$ cat src/rtl/shift_arbiter.sv
// Purpose: round-robin arbiter sharing one combinational barrel shifter between two requesters.
// Latency: grant in cycle N, registered result valid from cycle N+2; at most one operation in flight.
// Backpressure: resp_ready low holds the result in RESP; no new grant until the response handshake.
module shift_arbiter #(
    parameter logic PRIO_INIT = 1'b0
) (
    input  logic        clk,
    input  logic        rst_n,
    input  logic        req0_valid,
    output logic        req0_ready,
    input  logic [31:0] req0_a,
    input  logic [4:0]  req0_b,
    input  logic [1:0]  req0_aluc,
    input  logic        req1_valid,
    output logic        req1_ready,
    input  logic [31:0] req1_a,
    input  logic [4:0]  req1_b,
    input  logic [1:0]  req1_aluc,
    output logic [31:0] sh_a,
    output logic [4:0]  sh_b,
    output logic [1:0]  sh_aluc,
    input  logic [31:0] sh_c,
    output logic        resp_valid,
    input  logic        resp_ready,
    output logic        resp_id,
    output logic [31:0] resp_c,
    output logic        busy
);

    typedef enum logic [1:0] {
        IDLE = 2'd0,
        EXEC = 2'd1,
        RESP = 2'd2
    } state_t;

    typedef struct packed {
        logic [31:0] a;
        logic [4:0]  b;
        logic [1:0]  aluc;
        logic        id;
    } op_t;

    state_t state;
    state_t state_nxt;
    op_t    op_q;
    logic   prio;
    logic   grant_any;
    logic   grant_id;
    logic   grant_fire;
    logic   resp_fire;

    // Contention resolves to prio; a lone requester wins regardless of prio.
    always_comb begin
        grant_any = req0_valid | req1_valid;
        if (req0_valid && req1_valid) begin
            grant_id = prio;
        end else begin
            grant_id = req1_valid;
        end
    end

    assign grant_fire = (state == IDLE) && grant_any;
    assign resp_fire  = resp_valid && resp_ready;

    always_ff @(posedge clk or negedge rst_n) begin
        if (!rst_n) begin
            state <= IDLE;
        end else begin
            state <= state_nxt;
        end
    end

    always_comb begin
        state_nxt = state;
        case (state)
            IDLE:    if (grant_fire) state_nxt = EXEC;
            EXEC:    state_nxt = RESP;
            RESP:    if (resp_fire) state_nxt = IDLE;
            default: state_nxt = IDLE;
        endcase
    end

    // Readies are qualified by rst_n so nothing is accepted while reset is held.
    always_comb begin
        req0_ready = rst_n & grant_fire & ~grant_id;
        req1_ready = rst_n & grant_fire & grant_id;
        busy       = (state != IDLE);
    end

    always_ff @(posedge clk or negedge rst_n) begin
        if (!rst_n) begin
            op_q       <= '0;
            prio       <= PRIO_INIT;
            resp_c     <= '0;
            resp_id    <= 1'b0;
            resp_valid <= 1'b0;
        end else begin
            if (grant_fire) begin
                op_q.a    <= grant_id ? req1_a    : req0_a;
                op_q.b    <= grant_id ? req1_b    : req0_b;
                op_q.aluc <= grant_id ? req1_aluc : req0_aluc;
                op_q.id   <= grant_id;
                prio      <= ~grant_id;
            end
            if (state == EXEC) begin
                resp_c     <= sh_c;
                resp_id    <= op_q.id;
                resp_valid <= 1'b1;
            end else if (resp_fire) begin
                resp_valid <= 1'b0;
            end
        end
    end

    // Shifter inputs come straight from flops so the shared shifter never sees grant glitches.
    assign sh_a    = op_q.a;
    assign sh_b    = op_q.b;
    assign sh_aluc = op_q.aluc;

endmodule
$ cat config.mk
export PLATFORM = sky130hd
export DESIGN_NAME = shift_arbiter
export DESIGN_NICKNAME = d
export VERILOG_FILES = /design/src/rtl/shift_arbiter.sv
export SDC_FILE = /design/constraint.sdc
export NUM_CORES = 1
export LEC_CHECK = 0
export ABC_AREA = 1
export CAP_MARGIN = 40
export CELL_PAD_IN_SITES_DETAIL_PLACEMENT = 0
export CELL_PAD_IN_SITES_GLOBAL_PLACEMENT = 1
export CORE_MARGIN = 2
export CORE_UTILIZATION = 26
export CTS_CLUSTER_DIAMETER = 80
export DETAILED_ROUTE_END_ITERATION = 16
export HOLD_SLACK_MARGIN = 0.03
export PLACE_DENSITY = 0.86
export SETUP_SLACK_MARGIN = 0.4
export SLEW_MARGIN = 20
export SYNTH_ARGS = -nofsm -noshare
export SYNTH_HDL_FRONTEND = slang
export SYNTH_SLANG_ARGS = --single-unit
export TNS_END_PERCENT = 1
$ cat constraint.sdc
create_clock -name clk -period 1.4 [get_ports clk]
set_input_delay 0.42 -clock clk [delete_from_list [all_inputs] [get_ports clk]]
set_output_delay 0.42 -clock clk [all_outputs]
set_load 0.02 [all_outputs]
==> impl_results.md, run 1 <==
* Max Clk Rate at about 590 MHz
* H-Tree Depth at 3
* Clk slew on worst S/H paths at roughly 60 ps
* Critical Path Source Type: flip-flop
* Worst setup path category: flip-flop to output port
* Row count at 45
* DR vias at around 3800
* Worst Tran Pin Value at 492 ps
* First drt pass iteration count at 5
* Peak supply drop at 0.741 mV
* I/O Buffers at 190
* Reg2Reg Depth at 10
* Final Net Count at between 800 and 900
* FF-to-FF End: sh_a[20]
* Register area share after synthesis at 0.479
* Combined area of the multi-input logic cells at between 1000 and 1500 sq um
* Yosys reg bits at 77
* Synth unique cells at 15
* Drt wl/cell at between 10 and 15 um
* Max_cap viols at 0
* First-pass GRT wire length at roughly 19000 um
* Fill cell count at approximately 1500
* Met1 Use GR at 0.189
* Setup-failing EPs final at 44
* Average cell area after synthesis at about 7.4 sq um
* Total grt overflow at 0
* Pins Over Slew Limit at 0
* CP Cell Sequence: nor2_4 -> o21ai_4 -> nor3_4 -> buf_6
* GR peak layer: met2
* Power density cells at around 2200 nW/um^2
* Critical Path AT at between 1000 and 1500 ps
* RSZ-0062 raised after global routing: true
* Clock sink count at 77
* YS warnings at 0
* Final Hold Fails at 0
* R2R Path Start: prio
* Hold crit path type: input port to async pin
* Initial antenna violation count at 2
* Die H at ~130 um
* Routed wire length at approximately 12000 um
* Mapped cell area at 4020 sq um
* Clock Tree Buf Depth at 2
* Status: complete, but fails checks
* CTS Buf Count at 9
* Ports at between 150 and 200
* Proportion of layout cells with a drive suffix above 1 at 0.195
* Pleak at between 3 and 4 nW
* Vias/cell at between 4 and 5
* Met2 GRT Util at 0.237
* Syn Inst Count at between 500 and 600
* Minimum clock period at approximately 1700 ps
* Seq. cell area at between 1500 and 2000 sq um
* Met3 Track Usage GR at 0.0457
* Final worst path period share at 1.21
* Die ar. at 16500 sq um
* R2r setup slk at -60 ps
* Required @ worst endpoint at roughly 1000 ps
* Max incr delay on CP at slightly above 400 ps
* Hold WS at about 150 ps
* Setup WS pre-CTS at -948 ps
* Syn-to-layout area delta at 61.1%
* Routability cong. at just over 0.7
* ANT nets after route at 0
* Violated checks: setup timing
* Skew-Pair Late Insertion Delay at approximately 340 ps
* Final setup TNS at -2220 ps
* Skew final at approximately 5 ps
* CP max FO at 2
* DRC Markers at 0
* Syn Nets at 658
* Starting density of the core at 0.266
* CTS Root Buffer Type: clkbuf_16
* Slowest CP cell: dfrtp_1
* CP Buf/Inv Count at 1
* Vias in the first global route at approximately 3700
* Post-DP HPWL at 8250 um
* Setup WS post-layout at -288 ps
* CTS tree: yes
* Starting DRC count in detailed routing at between 100 and 150
* Setup crit end kind: output port
* Die W at between 100 and 150 um
* Largest net degree at the start of global routing at 46
* Max_slew headroom at 0.672
* Core box area at approximately 15000 sq um
* GRT Util Overall at 0.150
* CP delay by family, top: flip-flops
[per-stage QoR]
| stage | area, sq um | std cells | power (mW) | util |
|---|---|---|---|---|
| after floorplan | 4070 | 543 | 8.53 | - |
| after global placement | 5930 | 875 | 11.2 | 0.392 |
| after detailed placement | 5960 | 876 | 11.3 | 0.393 |
| after CTS | 6440 | 896 | 14.4 | 0.425 |
| after global routing | 6480 | 896 | 15.3 | 0.428 |
| final | 6480 | 897 | 14.3 | 0.428 |
[Yosys cell counts]
library cell / count / share of area
nand2_1: 189 / 0.18
nand3_1: 111 / 0.14
inv_1: 83 / 0.077
dfrtp_1: 77 / 0.48
buf_4: 45 / 0.084
buf_2: 15 / 0.019
clkbuf_1: 10 / 0.0093
o21ai_0: 4 / 0.0050
inv_2: 2 / 0.0019
nor2_1: 2 / 0.0019
nand2_2: 1 / 0.0016
nor2_2: 1 / 0.0016
nor2_4: 1 / 0.0028
nor3_1: 1 / 0.0012
o21ai_1: 1 / 0.0012
[cell type report]
class | count | share of cell area
timing repair buffer | 219 | 0.354
tap | 188 | 0.0363
antenna | 1 | 0.000386
multi-input combinational | 311 | 0.214
clock buffer | 10 | 0.0369
clock inverter | 6 | 0.0110
sequential | 77 | 0.297
inverter | 85 | 0.0500
[power by group]
group	total, mW	switching, mW	internal (mW)
clock network	2.42	0.982	1.44
registers	4.15	0.784	3.36
logic	7.68	4.07	3.61
[worst register-to-register path, cell delays in order, from the launching register on]
cell	delay, ps
dfrtp_1	370
inv_2	60
nand2_2	60
buf_4	130
buf_4	120
buf_4	120
buf_4	130
buf_12	180
nand3_1	90
nand3_1	90
nand2_1	60
[cell families (layout without fill, tap and decap cells)]
group                  Yosys count  count (layout)  share of synthesized area
flip-flops                      77              77                      0.479
buffers and inverters          155             320                      0.191
AND/OR/NAND/NOR                306             306                      0.323
other                            0               1                          0
AO/OA/AOI/OAI                    5               5                    0.00622
[worst max path at each step]
stage	from	to	slack (ps)	depth (start not counted)
floorplan	state[0]	req0_ready	3	5
global placement	req0_valid	req1_ready	-920	7
detailed placement	req0_valid	req1_ready	-950	7
CTS	state[1]	req0_ready	-330	4
global route	state[1]	req0_ready	-360	4
finish	state[1]	req0_ready	-290	4
[state kept, by name (all words and copies together), names as in the netlist]
signal,flops
op_q,1
prio,1
resp_c,32
resp_id,1
resp_valid,1
sh_a,32
sh_aluc,2
sh_b,5
state,2
[placed cells by master, fill, tap and decap left out, drive strengths merged]
| cell type | instances |
|---|---|
| clkinvlp | 2 |
| nand2 | 190 |
| nor2 | 4 |
| clkinv | 2 |
| dlygate4sd2 | 1 |
| clkdlybuf4s50 | 111 |
| nor3 | 1 |
| buf | 105 |
| diode | 1 |
| nand3 | 111 |
| o21ai | 5 |
| dfrtp | 77 |
| inv | 86 |
| bufinv | 1 |
| clkdlybuf4s15 | 2 |
| clkbuf | 10 |
[layer usage]
layer  up-vias  wire, um
met2       139      5320
met4         0       218
met3        16      1010
met5         -         0
met1      1693      5290
li1       1930         -
[timing repair]
item                       4_1_cts  5_1_grt
cloned                           0        0
pin swaps                        3        0
setup endpoints to repair      153      153
hold buffers                     0        0
buffers inserted                 4        0
gates resized for setup        459       16
Note: power is estimated with default switching activity, not from simulation.
==> run 2, diff against run 1 <==
Settings changed: HOLD_SLACK_MARGIN 0.03 to default.
==> results of run 2 <==
No change in the layout: final DEF, timing and power equal those of run 1.
==> run 3, diff against run 2 <==
Settings changed: CAP_MARGIN 40 to 10.
==> run 3 against run 2 <==
  * Final cell count grew 0.11%
  * Via count grew 0.74%
  * Clock power is essentially flat
  * Largest power group unchanged
  * Fmax shrank 0.34%
  * The run still ends with setup timing left
  * Critical path depth grew 1
  * Largest cell class unchanged
  * Total power grew 0.49%
  * Clock skew is essentially flat
==> impl_results.md, run 3 (synthesis results as in run 1) <==
* H-Tree Depth at 3
* Required @ worst endpoint at between 900 and 1000 ps
* Critical Path AT at around 1300 ps
* Setup-failing EPs final at 47
* Total grt overflow at 0
* CP Launch Point: state[0]
* Fill cell count at between 1500 and 2000
* CTS tree: yes
* Combined area of the multi-input logic cells at roughly 1400 sq um
* Seq. cell area at roughly 1900 sq um
* I/O Buffers at 190
* Max Clk Rate at about 600 MHz
* Drt wl/cell at roughly 13 um
* Die H at 128 um
* Starting DRC count in detailed routing at 140
* Proportion of layout cells with a drive suffix above 1 at 0.200
* Post-DP HPWL at 8120 um
* Internal Power at 8.45 mW
* Power density cells at roughly 2200 nW/um^2
* Worst setup path category: flip-flop to output port
* CP Capture Point: busy
* DR vias at ~3800
* Setup WS post-layout at -294 ps
* Row count at 45
* Minimum clock period at 1690 ps
* R2R Path Start: state[0]
* Worst Tran Pin Value at 736 ps
* Final Hold Fails at 0
* Skew-Pair Late Insertion Delay at 340 ps
* Die ar. at 16500 sq um
* Violated checks: setup timing
* Starting density of the core at 0.266
* Skew final at approximately 4.8 ps
* Seq pwr share at 0.289
* Syn-to-layout area delta at 61.3%
* RSZ-0062 raised after global routing: true
* Hold crit path type: input port to async pin
* Core box area at roughly 15000 sq um
* R2r setup slk at -70 ps
* Most frequent cells in the layout: nand2_1 (185), clkdlybuf4s50_1 (111), nand3_1 (107)
* Clock sink count at 77
* Pins Over Slew Limit at 0
* Final Net Count at ~820
* Clock Tree Buf Depth at 2
* Largest net degree at the start of global routing at 78
* First drt pass iteration count at 4
* CTS Buf Count at 9
* Reg2Reg Depth at 9
* Routability cong. at 0.728
* CP max FO at 8
* Sw frac at 0.410
* Commonest non-fill, non-tap cell in the layout: nand2_1
* Final worst path period share at 1.21
* Setup crit end kind: output port
* Initial antenna violation count at 1
* ANT nets after route at 0
* Critical Path Source Type: flip-flop
* DRC Markers at 0
* Clk slew on worst S/H paths at 60 ps
* Total Power at 14.3 mW
* Die W at ~130 um
* Comb power frac at 0.541
* Clock power share at 0.169
* Routed wire length at roughly 12000 um
* First-pass GRT wire length at between 15000 and 20000 um
* FF-to-FF End: sh_a[20]
* Max_cap viols at 0
* NetSw at about 6 mW
* GRT Util Overall at 0.149
* Status: complete, but fails checks
* Vias in the first global route at 3665
* Max_slew headroom at 0.510
* Post-CTS Hold Buffers at 0
* Pleak at 3.43 nW
* Hold WS at roughly 240 ps
* Peak supply drop at around 0.81 mV
* Ports at approximately 190
* CTS Root Buffer Type: clkbuf_16
* Vias/cell at 4.24
run 3: cell types whose count changed in the layout (fill, tap and decap cells not counted), sizes merged:
cell           delta
clkdlybuf4s15     +1
run 3: final cells by class:
type | instances | share of cell area
flip-flops and latches | 77 | 0.297
diodes | 1 | 0.000386
clock inverters | 6 | 0.0110
well taps | 188 | 0.0363
clock buffers | 10 | 0.0368
repair buffers | 220 | 0.353
multi-input cells | 311 | 0.215
inverters | 85 | 0.0499
run 3: timing repair:
item	CTS	global route
buffers inserted	4	2
gates resized for setup	460	17
pin swaps	3	1
gates cloned	0	0
endpoints found under the setup margin	230	153
run 3: metal layers:
layer	vias up	GRT usage	part of all wire	wire length, um
li1	1934	-	-	-
met1	1713	0.185	0.44	5210
met2	142	0.245	0.47	5580
met3	17	0.0420	0.080	962
met4	0	0.0588	0.018	212
met5	-	0	0	0
run 3: power groups by stage:
stage / Combinational (mW) / Sequential, mW / Clock [mW]
global placement: 7.26 / 3.94 / 0
CTS: 7.74 / 4.14 / 2.52
global route: 8.44 / 4.27 / 2.62
detailed placement: 7.32 / 3.96 / 0
finish: 7.75 / 4.14 / 2.43
floorplan: 4.06 / 4.47 / 0
run 3: worst min-delay path by stage:
stage               startpoint    endpoint  slack (ps)  cells past startpoint
finish                   rst_n  resp_c[21]         240                      2
global route             rst_n  resp_c[21]         320                      2
CTS                      rst_n  resp_c[20]         280                      2
detailed placement  resp_c[28]  resp_c[28]         460                      2
global placement     resp_c[2]   resp_c[2]         450                      2
floorplan                rst_n     op_q[0]         120                      0
run 3: per-stage QoR:
stage / util / TNS (ps) / cells / instance area (sq um) / setup WS, ps
finish: 0.428 / -3090 / 898 / 6490 / -294
global route: 0.428 / -7210 / 897 / 6490 / -361
CTS: 0.424 / -2990 / 895 / 6420 / -322
detailed placement: 0.392 / -32330 / 875 / 5930 / -947
global placement: 0.392 / -28490 / 875 / 5930 / -925
floorplan: - / 0 / 543 / 4070 / 2.86
run 3: critical path: stages, from the launching register on:
cell and delay [ps]:
dfrtp_1 400, buf_4 150, buf_8 140, inv_4 50
nand2_2 60, buf_6 130
